### config.mk
export PLATFORM = sky130hd
export DESIGN_NAME = sprite_addr_calc
export DESIGN_NICKNAME = d
export VERILOG_FILES = /design/src/rtl/sprite_pkg.sv /design/src/rtl/sprite_row_offset.sv /design/src/rtl/sprite_addr_calc.sv
export SDC_FILE = /design/constraint.sdc
export NUM_CORES = 1
export LEC_CHECK = 0
export CAP_MARGIN = 10
export CORE_ASPECT_RATIO = 1.25
export CORE_MARGIN = 2
export CORE_UTILIZATION = 50
export CTS_CLUSTER_DIAMETER = 150
export DETAILED_ROUTE_END_ITERATION = 10
export PLACE_DENSITY = 0.81
export SLEW_MARGIN = 0
export SYNTH_ARGS = -nofsm -noshare
export SYNTH_HDL_FRONTEND = slang
export SYNTH_HIERARCHICAL = 1
export SYNTH_SLANG_ARGS = --single-unit
### constraint.sdc
create_clock -name clk -period 0.8 [get_ports clk]
set_input_delay 0.16 -clock clk [delete_from_list [all_inputs] [get_ports clk]]
set_output_delay 0.16 -clock clk [all_outputs]
set_load 0.01 [all_outputs]
### src/rtl/sprite_pkg.sv
// Shared constants for the sprite blitter address path.
// Frame geometry, sprite size and address widths.
package sprite_pkg;

    localparam int unsigned FRAME_W      = 320;
    localparam int unsigned FRAME_H      = 240;
    localparam int unsigned FRAME_PIXELS = FRAME_W * FRAME_H;
    localparam int unsigned SPR_LOG2     = 3;
    localparam int unsigned ADDR_W       = 17;
    localparam int unsigned CNT_W        = 2 * SPR_LOG2;

endpackage

### src/rtl/sprite_row_offset.sv
// Combinational row*FRAME_W via constant shift-add, one term per set bit.
// Ports: row_i (sprite row), offset_o (row * FRAME_W).
import sprite_pkg::*;

module sprite_row_offset #(
    parameter int unsigned FRAME_W = 320,
    parameter int unsigned ROW_W   = 3,
    parameter int unsigned OUT_W   = 18
) (
    input  logic [ROW_W-1:0] row_i,
    output logic [OUT_W-1:0] offset_o
);

    localparam int unsigned NB = $clog2(FRAME_W) + 1;

    logic [OUT_W-1:0] row_ext;
    logic [OUT_W-1:0] term [NB];

    assign row_ext = {{(OUT_W-ROW_W){1'b0}}, row_i};

    genvar b;
    generate
        for (b = 0; b < NB; b++) begin : g_bit
            if (((FRAME_W >> b) & 1) != 0) begin : g_set
                assign term[b] = row_ext << b;
            end else begin : g_clr
                assign term[b] = '0;
            end
        end
    endgenerate

    always_comb begin
        offset_o = '0;
        for (int i = 0; i < NB; i++) begin
            offset_o = offset_o + term[i];
        end
    end

endmodule

### src/rtl/sprite_addr_calc.sv
// Sprite pixel address generator: coordinates + row*FRAME_W + col, one
// registered stage. Optional off-screen flag under SPRITE_ADDR_CLIP_EN.
// Ports: clk, rst_n (async low), coordinates, counter, in_valid ->
//        frame_addr, out_valid, clipped (0 unless SPRITE_ADDR_CLIP_EN).
import sprite_pkg::*;

module sprite_addr_calc (
    input  logic              clk,
    input  logic              rst_n,
    input  logic [ADDR_W-1:0] coordinates,
    input  logic [CNT_W-1:0]  counter,
    input  logic              in_valid,
    output logic [ADDR_W-1:0] frame_addr,
    output logic              out_valid,
    output logic              clipped
);

    logic [SPR_LOG2-1:0] row;
    logic [SPR_LOG2-1:0] col;
    logic [ADDR_W:0]     row_off;
    logic [ADDR_W:0]     sum_d;
    logic [ADDR_W-1:0]   addr_q;
    logic                valid_q;

    assign row = counter[CNT_W-1:SPR_LOG2];
    assign col = counter[SPR_LOG2-1:0];

    sprite_row_offset #(
        .FRAME_W (FRAME_W),
        .ROW_W   (SPR_LOG2),
        .OUT_W   (ADDR_W + 1)
    ) u_row_off (
        .row_i    (row),
        .offset_o (row_off)
    );

    // Extra carry bit keeps the unwrapped sum for the clip compare.
    assign sum_d = {1'b0, coordinates} + row_off
                 + {{(ADDR_W+1-SPR_LOG2){1'b0}}, col};

    always_ff @(posedge clk or negedge rst_n) begin
        if (!rst_n) begin
            addr_q  <= '0;
            valid_q <= 1'b0;
        end else begin
            valid_q <= in_valid;
            if (in_valid) begin
                addr_q <= sum_d[ADDR_W-1:0];
            end
        end
    end

`ifdef SPRITE_ADDR_CLIP_EN
    localparam logic [ADDR_W:0] FRAME_END = FRAME_PIXELS[ADDR_W:0];

    logic clip_d;
    logic clip_q;

    assign clip_d = (sum_d >= FRAME_END);

    always_ff @(posedge clk or negedge rst_n) begin
        if (!rst_n) begin
            clip_q <= 1'b0;
        end else if (in_valid) begin
            clip_q <= clip_d;
        end
    end

    assign clipped = clip_q;
`else
    assign clipped = 1'b0;
`endif

    assign frame_addr = addr_q;
    assign out_valid  = valid_q;

endmodule

==> out/qor.txt <==
status: complete, but fails checks
failing checks: negative setup slack
fin. max-slew vios: 0
Initial Util: 0.517
end of the worst register-to-register path: frame_addr[10]
number of global-route vias before repair: 1,944
CP Launch Type: input port
clock slew at reported path FFs: 80 ps
drt pass-1 iters: 4
Hold Fails Final Rpt: 0
number of antenna violations at the first check in global routing: 0
layout cells sized above 1: 0.550
Synth Warn #: 6
first-pass GRT wire length: 9030 um
worst min-delay path category: input port to async pin
Layout fillers: 161
GRT Util Overall: 0.286
Num CTS Buffers: 3
row cnt: 24
Mapped Cells: 173
Longest Clk Path Bufs: 2
crit path max fanout: 3
Vias/cell: 5.70
RSZ-0062 raised after global routing: true
GRT overflow: 0
Final Setup Violations: 34
FF-to-FF Start: frame_addr[10]
fin cells: 308
post-layout min period: 2280 ps
WP data arrival: 2430 ps
Cell Count Post-Placement: 283
CP required: 950 ps
I/O pins: 45
detailed-route via count: 1,757
Multi-input gate area: 0.00160 mm^2
drc violations: 0
largest net degree at the start of global routing: 19
DR iter-0 viols: 74
crit path cell chain: buf_6 -> fa_2 -> buf_6 -> ha_4 -> a211oi_4 -> o21bai_4 -> a31oi_4 -> buf_6 -> o21ai_4 -> xor2_1 -> mux2_4
die width: 57.5 um
core box area: 0.00345 mm^2
ANT cells: 0
Clk Latency, worst-skew pair: 260 ps
R2R depth: 3
Leakage: 0.00143 uW
Worst path most repeated cell: buf_6
clock power share: 0.137
port bufs: 43
syn avg cell area: 10.3 um^2
Layout area overhead: 68.3%
CTS root buf: clkbuf_8
Net Sw Frac: 0.372
CP max stage cell: fa_2
Int Pwr: 3580 uW
final worst-path cycle share: 2.85
worst setup margin: -1480 ps
number of max-cap violations: 0
Sink Count: 18
Worst path max stage delay: 570 ps
TritonCTS clock tree: yes
H-Tree Depth: 1
Die Area: 0.00407 mm^2
CP Class: input port to flop
crit end category: flop
DIE HEIGHT: 70.8 um
Routed Antenna Nets: 0
Fin Hold WS: 248 ps
total wire length: 6390 um
r2r setup slk: -230 ps
post-DR wirelength/cell: 20.7 um
Mapped Area: 0.00179 mm^2
combinational share of power: 0.626
clock skew: 0 ps
Final nets: 330
maximum vdd ir drop: 1.76 mV
register area: 450 um^2
Max Fclk: 439 MHz
Detailed Place HPWL: 3280 um
Placer Congestion: 0.829
Power Dens Cells: 1900 mW/mm^2
Net Sw Power: 2120 uW
register share of total power: 0.237
==> cell usage in the layout (no fill, tap or decap), drive strengths merged, types with 2 or more instances in the layout <==
cell type      instances
a211oi                 2
a21o                   6
a21oi                 10
a311o                  2
a31oi                  3
and2                   2
and3                   2
buf                   81
clkbuf                 4
clkdlybuf4s50         14
conb                  12
dfrtp                 18
dlygate4sd2            2
fa                     4
ha                    30
inv                   10
mux2                  11
nand2                 11
nand2b                 2
nand3                  2
nor2                   3
o211ai                 2
o21ai                  5
o31ai                  2
xnor2                  7
xor2                   6
==> per-layer routing <==
metal,vias to the layer above,track usage,share of wire
met3,39,0.0329,0.049
li1,787,-,-
met2,82,0.516,0.51
met1,849,0.332,0.37
met4,0,0.127,0.066
met5,-,0,0
==> power groups by stage <==
stage                     Clock, uW  Sequential (uW)  Combinational [uW]
after global routing            828             1380                3760
after floorplan                   0             1470                1290
after global placement            0             1340                2590
after detailed placement          0             1360                2660
final                           781             1350                3570
after CTS                       781             1340                3030
==> timing repair <==
action | 4_1_cts | 5_1_grt
hold buffers | 0 | 0
setup buffers | 17 | 8
pin swaps | 37 | 15
gates resized for setup | 162 | 22
setup endpoints to repair | 35 | 34
gates cloned | 0 | 0
==> worst max path at each step <==
stage,cells past startpoint,startpoint,slack (ps),to
floorplan,10,counter[1],-1440,frame_addr[13]
global placement,13,coordinates[0],-1970,frame_addr[13]
detailed placement,13,coordinates[0],-2070,frame_addr[13]
CTS,11,counter[1],-1420,frame_addr[13]
global route,11,counter[2],-1510,frame_addr[10]
finish,11,counter[2],-1480,frame_addr[10]
==> state kept, by name, summed over array words and instances, names as in the netlist <==
signal,flops
frame_addr,17
out_valid,1
==> final cells by class <==
class	instances	area share
tap	39	0.0162
clock buffer	4	0.0183
sequential	18	0.150
inverter	11	0.0142
multi-input combinational	138	0.531
timing repair buffer	98	0.270
==> critical path: cells and delay by family <==
family,cells,cell delay [ps]
adder cells (fa/ha/maj),2,770
multiplexers,1,270
buffers and inverters,3,360
XOR/XNOR,1,160
AO/OA/AOI/OAI,4,700
==> through the flow <==
step | total power (uW) | utilization | setup slack, ps | cell area, um^2 | setup TNS, ps
floorplan | 2770 | - | -1440 | 1900 | -19190
global placement | 3930 | 0.734 | -1970 | 2530 | -32110
detailed placement | 4020 | 0.734 | -2070 | 2530 | -33280
CTS | 5140 | 0.826 | -1420 | 2850 | -21120
global route | 5960 | 0.870 | -1510 | 3010 | -23110
finish | 5700 | 0.870 | -1480 | 3010 | -22080
(Power assumes the default switching activity.)
